## src/rtl/sme_pkg.sv

```systemverilog
// Shared definitions for the string-matching engine: FSM state codes,
// metacharacter codes and the ASCII case-folding helper.
package sme_pkg;

    localparam logic [1:0] ST_LOAD  = 2'd0;
    localparam logic [1:0] ST_JUDGE = 2'd1;
    localparam logic [1:0] ST_DONE  = 2'd2;

    localparam logic [7:0] SP     = 8'h20;
    localparam logic [7:0] CARET  = 8'h5E;
    localparam logic [7:0] DOLLAR = 8'h24;
    localparam logic [7:0] DOT    = 8'h2E;
    localparam logic [7:0] STAR   = 8'h2A;

    // Folds 'A'..'Z' to lower case; every other code passes through.
    function automatic logic [31:0] fold_case(input logic [31:0] c);
        if (c >= 32'h41 && c <= 32'h5A) begin
            return c + 32'h20;
        end
        return c;
    endfunction

endpackage

```

## src/rtl/sme_char_cmp.sv

```systemverilog
// Single pattern-char versus string-char comparator: '.' matches anything,
// otherwise literal equality, optionally after case folding of both sides.
module sme_char_cmp
    import sme_pkg::*;
#(
    parameter int CW = 8
) (
    input  logic [CW-1:0] pat_char,
    input  logic [CW-1:0] str_char,
    input  logic          nocase,
    output logic          eq
);

    logic [31:0] pat_fold;
    logic [31:0] str_fold;

    // NOTE: combinational blocks use blocking '=' so later lines see earlier
    // results; clocked blocks use '<=' so every register updates together.
    always_comb begin
        pat_fold = 32'(pat_char);
        str_fold = 32'(str_char);
        if (nocase) begin
            pat_fold = fold_case(pat_fold);
            str_fold = fold_case(str_fold);
        end
        eq = (pat_char == CW'(DOT)) || (pat_fold == str_fold);
    end

endmodule

```

## src/rtl/sme_param.sv

```systemverilog
// Parametrised string-matching engine: loads a subject string and patterns,
// then searches leftmost-first with lazy multi-'*' backtracking, one step/cycle.
module sme_param
    import sme_pkg::*;
#(
    parameter int CW      = 8,
    parameter int STR_MAX = 32,
    parameter int PAT_MAX = 8,
    localparam int IW     = $clog2(STR_MAX + 1)
) (
    input  logic          clk,
    input  logic          reset,
    input  logic [CW-1:0] chardata,
    input  logic          isstring,
    input  logic          ispattern,
    input  logic          nocase,
    output logic          busy,
    output logic          valid,
    output logic          match,
    output logic [IW-1:0] match_index,
    output logic [IW-1:0] match_len,
    output logic          overflow
);

    localparam int SAW = (STR_MAX > 1) ? $clog2(STR_MAX) : 1;
    localparam int PAW = (PAT_MAX > 1) ? $clog2(PAT_MAX) : 1;
    localparam logic [IW-1:0] STR_LIM = IW'(STR_MAX);
    localparam logic [IW-1:0] PAT_LIM = IW'(PAT_MAX);

    logic [1:0]    state;
    logic [CW-1:0] str_mem [STR_MAX];
    logic [CW-1:0] pat_mem [PAT_MAX];
    logic [IW-1:0] slen, plen, st, si, pi, star_pi, star_si, first_idx;
    logic          have_star, first_set, star_first, nc;
    logic          str_fresh, pat_fresh, load_fresh;

    logic           to_judge, str_beat, pat_beat, str_we, pat_we;
    logic [SAW-1:0] str_wa;
    logic [PAW-1:0] pat_wa;
    logic           si_in, prev_sp, next_sp, cmp_eq, at_end;
    logic           step_star, step_pass, step_consume;
    logic [CW-1:0]  sc, pc, prev_char;
    logic [IW-1:0]  si_m1, res_idx;

    assign busy = (state != ST_LOAD);

    // A loaded pattern ends on the first beat without ispattern; isstring wins ties.
    always_comb begin
        to_judge = (state == ST_LOAD) && !pat_fresh && !ispattern;
        str_beat = (state == ST_LOAD) && !to_judge && isstring;
        pat_beat = (state == ST_LOAD) && !to_judge && !isstring && ispattern;
        str_wa   = str_fresh ? '0 : slen[SAW-1:0];
        pat_wa   = pat_fresh ? '0 : plen[PAW-1:0];
        str_we   = str_beat && (str_fresh || slen < STR_LIM);
        pat_we   = pat_beat && (pat_fresh || plen < PAT_LIM);
    end

    sme_char_cmp #(.CW(CW)) u_cmp (
        .pat_char (pc),
        .str_char (sc),
        .nocase   (nc),
        .eq       (cmp_eq)
    );

    // NOTE: every signal gets a default before any branch, so no latch is inferred.
    always_comb begin
        si_in        = (si < slen);
        si_m1        = si - 1'b1;
        sc           = si_in ? str_mem[si[SAW-1:0]] : '0;
        prev_char    = str_mem[si_m1[SAW-1:0]];
        pc           = pat_mem[pi[PAW-1:0]];
        prev_sp      = (si == '0) || (prev_char == CW'(SP));
        next_sp      = !si_in || (sc == CW'(SP));
        at_end       = (pi == plen);
        res_idx      = first_set ? first_idx : si;
        step_star    = 1'b0;
        step_pass    = 1'b0;
        step_consume = 1'b0;
        if (!at_end) begin
            if (pc == CW'(STAR)) begin
                step_star = 1'b1;
            end else if (pc == CW'(CARET)) begin
                step_pass = prev_sp;
            end else if (pc == CW'(DOLLAR)) begin
                step_pass = next_sp;
            end else begin
                step_consume = si_in && cmp_eq;
            end
        end
    end

    // NOTE: the character arrays are never reset; slen/plen alone mark live entries.
    always_ff @(posedge clk) begin
        if (str_we) str_mem[str_wa] <= chardata;
        if (pat_we) pat_mem[pat_wa] <= chardata;
    end

    always_ff @(posedge clk) begin
        if (reset) begin
            state       <= ST_LOAD;
            slen        <= '0;
            plen        <= '0;
            st          <= '0;
            si          <= '0;
            pi          <= '0;
            star_pi     <= '0;
            star_si     <= '0;
            first_idx   <= '0;
            have_star   <= 1'b0;
            first_set   <= 1'b0;
            star_first  <= 1'b0;
            nc          <= 1'b0;
            str_fresh   <= 1'b1;
            pat_fresh   <= 1'b1;
            load_fresh  <= 1'b1;
            valid       <= 1'b0;
            match       <= 1'b0;
            match_index <= '0;
            match_len   <= '0;
            overflow    <= 1'b0;
        end else begin
            valid <= 1'b0;
            case (state)
                ST_LOAD: begin
                    if (str_beat || pat_beat) begin
                        load_fresh <= 1'b0;
                        if (load_fresh) overflow <= 1'b0;
                    end
                    if (to_judge) begin
                        state     <= ST_JUDGE;
                        st        <= '0;
                        si        <= '0;
                        pi        <= '0;
                        have_star <= 1'b0;
                        first_set <= 1'b0;
                    end else if (str_beat) begin
                        str_fresh <= 1'b0;
                        if (str_fresh) slen <= IW'(1);
                        else if (slen < STR_LIM) slen <= slen + 1'b1;
                        else overflow <= 1'b1;
                    end else if (pat_beat) begin
                        pat_fresh <= 1'b0;
                        if (pat_fresh) begin
                            plen <= IW'(1);
                            nc   <= nocase;
                        end else if (plen < PAT_LIM) begin
                            plen <= plen + 1'b1;
                        end else begin
                            overflow <= 1'b1;
                        end
                    end
                end
                ST_JUDGE: begin
                    if (at_end) begin
                        state       <= ST_DONE;
                        valid       <= 1'b1;
                        match       <= 1'b1;
                        match_index <= res_idx;
                        match_len   <= si - res_idx;
                    end else if (step_star) begin
                        star_pi    <= pi;
                        star_si    <= si;
                        star_first <= first_set;
                        have_star  <= 1'b1;
                        pi         <= pi + 1'b1;
                    end else if (step_pass) begin
                        pi <= pi + 1'b1;
                    end else if (step_consume) begin
                        if (!first_set) begin
                            first_idx <= si;
                            first_set <= 1'b1;
                        end
                        si <= si + 1'b1;
                        pi <= pi + 1'b1;
                    end else if (have_star && star_si < slen) begin
                        // Let the latest star swallow one more char; forget any start found after it.
                        star_si   <= star_si + 1'b1;
                        si        <= star_si + 1'b1;
                        pi        <= star_pi + 1'b1;
                        first_set <= star_first;
                    end else if (st == slen) begin
                        state       <= ST_DONE;
                        valid       <= 1'b1;
                        match       <= 1'b0;
                        match_index <= '0;
                        match_len   <= '0;
                    end else begin
                        st        <= st + 1'b1;
                        si        <= st + 1'b1;
                        pi        <= '0;
                        have_star <= 1'b0;
                        first_set <= 1'b0;
                    end
                end
                ST_DONE: begin
                    state      <= ST_LOAD;
                    str_fresh  <= 1'b1;
                    pat_fresh  <= 1'b1;
                    load_fresh <= 1'b1;
                end
                default: state <= ST_LOAD;
            endcase
        end
    end

endmodule
```

## config.mk

```make
export PLATFORM = sky130hd
export DESIGN_NAME = sme_param
export DESIGN_NICKNAME = d
export VERILOG_FILES = /design/src/rtl/sme_pkg.sv /design/src/rtl/sme_char_cmp.sv /design/src/rtl/sme_param.sv
export SDC_FILE = /design/constraint.sdc
export NUM_CORES = 1
export LEC_CHECK = 0
export BUFFER_PORTS_ARGS = -buffer_cell sky130_fd_sc_hd__buf_4
export CORE_MARGIN = 2
export CORE_UTILIZATION = 57
export CTS_CLUSTER_SIZE = 8
export DETAILED_ROUTE_END_ITERATION = 6
export PLACE_DENSITY_LB_ADDON = 0.08
export SLEW_MARGIN = 30
export SYNTH_ARGS = -nofsm -noshare
export SYNTH_HDL_FRONTEND = slang
export SYNTH_SLANG_ARGS = --single-unit
```

## constraint.sdc

```tcl
create_clock -name clk -period 3.9 [get_ports clk]
set_input_delay 0.78 -clock clk [delete_from_list [all_inputs] [get_ports clk]]
set_output_delay 0.78 -clock clk [all_outputs]
set_load 0.1 [all_outputs]
```

==> out/metrics.cfg <==
[layout]
n_antenna_cell = 0
drive_above_1_share_pct = 24.6
finalNetCount = 1670
final_cell_count_no_fill = 2103
final_cell_mix = edfxtp_1, buf_4, nor2_1, mux2i_1, nand2_1
syn_to_final_growth_pct = 19.8
final_common_cell = edfxtp_1
fin_area_um2 = 22800

[worst_setup_path]
arrival_ns = 4.57
cp-end-kind = flip-flop
cp_slowest_cell = mux4_2
cp-start-kind = flip-flop
reg2reg_slack_ns = -0.15
timing.rr.end = st[4]$_SDFFE_PP0P_
max_stage_delay_ns = 0.54
cp_max_fo = 19
required_ns = 4.42
crit_chain = buf_12 -> mux4_2 -> nor4_1 -> a21oi_1 -> nor2_2 -> o31ai_4 -> xnor2_2 -> xor2_1 -> o221ai_2 -> nand4_4 -> buf_4 -> nand3_2 -> buf_6 -> or4_1 -> a31oi_1
r2r.worst_path.cells = 15
critical_path_class = reg -> reg

[synth]
seq_area_frac_synth_pct = 59.0
synth_edf_count = 320
syn_nets = 1491
synth_cells = 1452
yosysUniqueCellTypes = 88
ys.flop_type = edfxtp_1
synth_top_cell_area_share_pct = 50.6
netlist_area_um2 = 19000
synth_area_leader_cell = edfxtp_1
synth_seq_cells = 400
netlist_top_cells_area = edfxtp_1, dfxtp_1, mux4_2, mux2i_1, nor2_1
ys_warn_count = 0
async_flop_share_pct = 0
syn_area_per_cell_um2 = 13.1

[sta]
slew_headroom_pct = 29.5
fin_setup_tns_ns = -1.88
tightest_slew_ns = 1.05
finClkSkew_ns = 0.0245
rsz0062_at_grt = true
timing.fmax_mhz = 247
fin_crit_ns = 4.05
slew_violations = 0
finalSetupViolations = 29
layout_setup_ws_ns = -0.148
fin_crit_sh_pct = 104
hold_viol = 0

[drt]
num_vias = 13700
postRouteAntennaNets = 0
wl_per_cell_um = 25.4
avgViaCountPerCell = 6.51
drt_iter0_markers = 1589
wirelength_um = 53400
drc = 0
drtPass1Iterations = 5

[job]
cap_violations = 0

[power]
combPwrFrac_pct = 6.2
p_sw_mw = 2.19
p_clk_share_pct = 45.2
cell_internal_pwr_mw = 7.43
ir_worst_vdd_v = 0.000436
swShare_pct = 22.7
finalPower_mw = 9.62
powerDensity_nw_per_um2 = 423
seqPwrFrac_pct = 48.6
power_leakage_nw = 7.43

[clocking]
clkSlewWorstSetupHoldPaths_ns = 0.05
clock-sinks = 400
clk_latency_ns = 0.61
cts_buffers = 55
clockBufferDepth = 3
clockRootBuffer = clkbuf_16
holdBufCountCts = 0
htreeDepth = 2
tritoncts = built

[placed_design]
hpwl_um = 35100
place_congestion = 0.949
dpl_cell_area_um2 = 20500
io_buffers = 28
place_worst_setup_slack_ns = -0.231
dp_cells = 1990

[grt]
grt_pass1_vias = 13300
grt_antenna_before_repair = 0
grt.total_usage_pct = 30.3
grt_pass1_wl_um = 79900
grt_start_max_net_pins = 58
grt-ovfl-total = 0

[floorplanning]
rows = 66
die-height_um = 187
ios = 29
fp.coreArea_um2 = 32700
dieWidth_um = 187
die-area_um2 = 34800
initial_core_util_pct = 58.1

[run_status]
violations = setup timing
status = finished with violations

[hold_path]
holdPathStages = 2
worstHoldStart = star_first$_SDFFE_PP0P_
min_to = star_first$_SDFFE_PP0P_
hp-class = reg -> reg

==> stage by stage <==
step | hold slack, ns | utilization, %
5_1_grt | 0.468 | 69.6
2_1_floorplan | 0.431 | -
3_3_place_gp | 0.440 | 62.8
3_5_place_dp | 0.443 | 62.8
6_report | 0.448 | 69.6
4_1_cts | 0.450 | 68.0
==> worst max path at each step <==
stage / from / endpoint / slack, ns / depth (start not counted)
after floorplan: si[0]$_SDFFE_PP0P_ / st[3]$_SDFFE_PP0P_ / 0.01 / 17
after global placement: si[0]$_SDFFE_PP0P_ / st[4]$_SDFFE_PP0P_ / -0.23 / 14
after detailed placement: si[0]$_SDFFE_PP0P_ / st[3]$_SDFFE_PP0P_ / -0.23 / 13
after CTS: flip-flop / flip-flop / -0.05 / 13
after global routing: flip-flop / st[4]$_SDFFE_PP0P_ / -0.25 / 16
final: flip-flop / st[4]$_SDFFE_PP0P_ / -0.15 / 15
==> final cells by class <==
cell class | count | area (um2)
clock buffer | 84 | 1490
clock inverter | 3 | 52.6
fill | 2366 | 9940
inverter | 44 | 168
multi-input combinational | 932 | 7570
sequential | 400 | 11200
tap | 442 | 553
timing repair buffer | 198 | 1710
==> power groups by stage <==
stage / clock (mW) / combinational, mW / sequential [mW]
2_1_floorplan: 0 / 0.302 / 4.75
6_report: 4.34 / 0.599 / 4.67
3_5_place_dp: 0 / 0.543 / 4.76
3_3_place_gp: 0 / 0.535 / 4.75
4_1_cts: 4.40 / 0.558 / 4.67
5_1_grt: 4.57 / 0.635 / 4.67
==> critical path, delay by kind of cell (launching register included) <==
kind	cells	cell delay (ns)
compound gates	4	0.58
xor+xnor	2	0.53
buf+inv	3	0.53
flops	1	0.49
mux	1	0.54
simple gates	5	1.28
==> cell families after synthesis <==
| family | Yosys count | synth area share (%) |
|---|---|---|
| adders and majority gates | 26 | 1.75 |
| and+or+nand+nor | 459 | 12.8 |
| AOI/OAI and AO/OA | 235 | 8.88 |
| muxes | 164 | 12.4 |
| xor gates and xnor gates | 46 | 2.16 |
| buffers and inverters | 122 | 3.07 |
| DFF | 400 | 59.0 |
==> synth_stat cells, types with 9 or more instances <==
cell      count
a311oi_1      9
o32ai_1      17
edfxtp_1    320
inv_1        41
nand4_1      15
nor4_1       21
buf_6        10
xnor2_1      18
a21oi_1      59
a22oi_1      27
dfxtp_1      80
clkbuf_1     41
or4_1        12
nand2_1      79
xor2_1       27
a21o_1        9
mux2_2       10
o21ai_0      19
ha_1         25
a211oi_1     13
nor2b_1      12
mux4_2       55
and2_1       10
nor4b_1      27
nor3_1       38
o211ai_1     10
nand3_1      73
nor2_1      121
mux2i_1      97
buf_2        16
==> metal layers <==
| layer | share of wire [%] | GRT usage [%] |
|---|---|---|
| met1 | 41 | 43.0 |
| met2 | 46 | 46.7 |
| met3 | 10 | 7.03 |
| met4 | 2.6 | 9.80 |
| met5 | 0 | 0 |
==> flip-flops by register name, summed over array words and instances (netlist names), 2 cells and up, named ones only <==
register and flops:
st 6, star_si 6, star_pi 6, plen 6
match_len 6, first_idx 6, state 2, str_mem 256
si 6, slen 6, pat_mem 64, pi 6
match_index 6
==> what timing repair did <==
| action | 4_1_cts | 5_1_grt |
|---|---|---|
| resized for setup | 28 | 64 |
| setup buffers | 5 | 19 |
| cloned | 1 | 3 |
| pin swaps | 10 | 33 |
| setup endpoints to repair | 48 | 53 |
(Power assumes the default switching activity.)
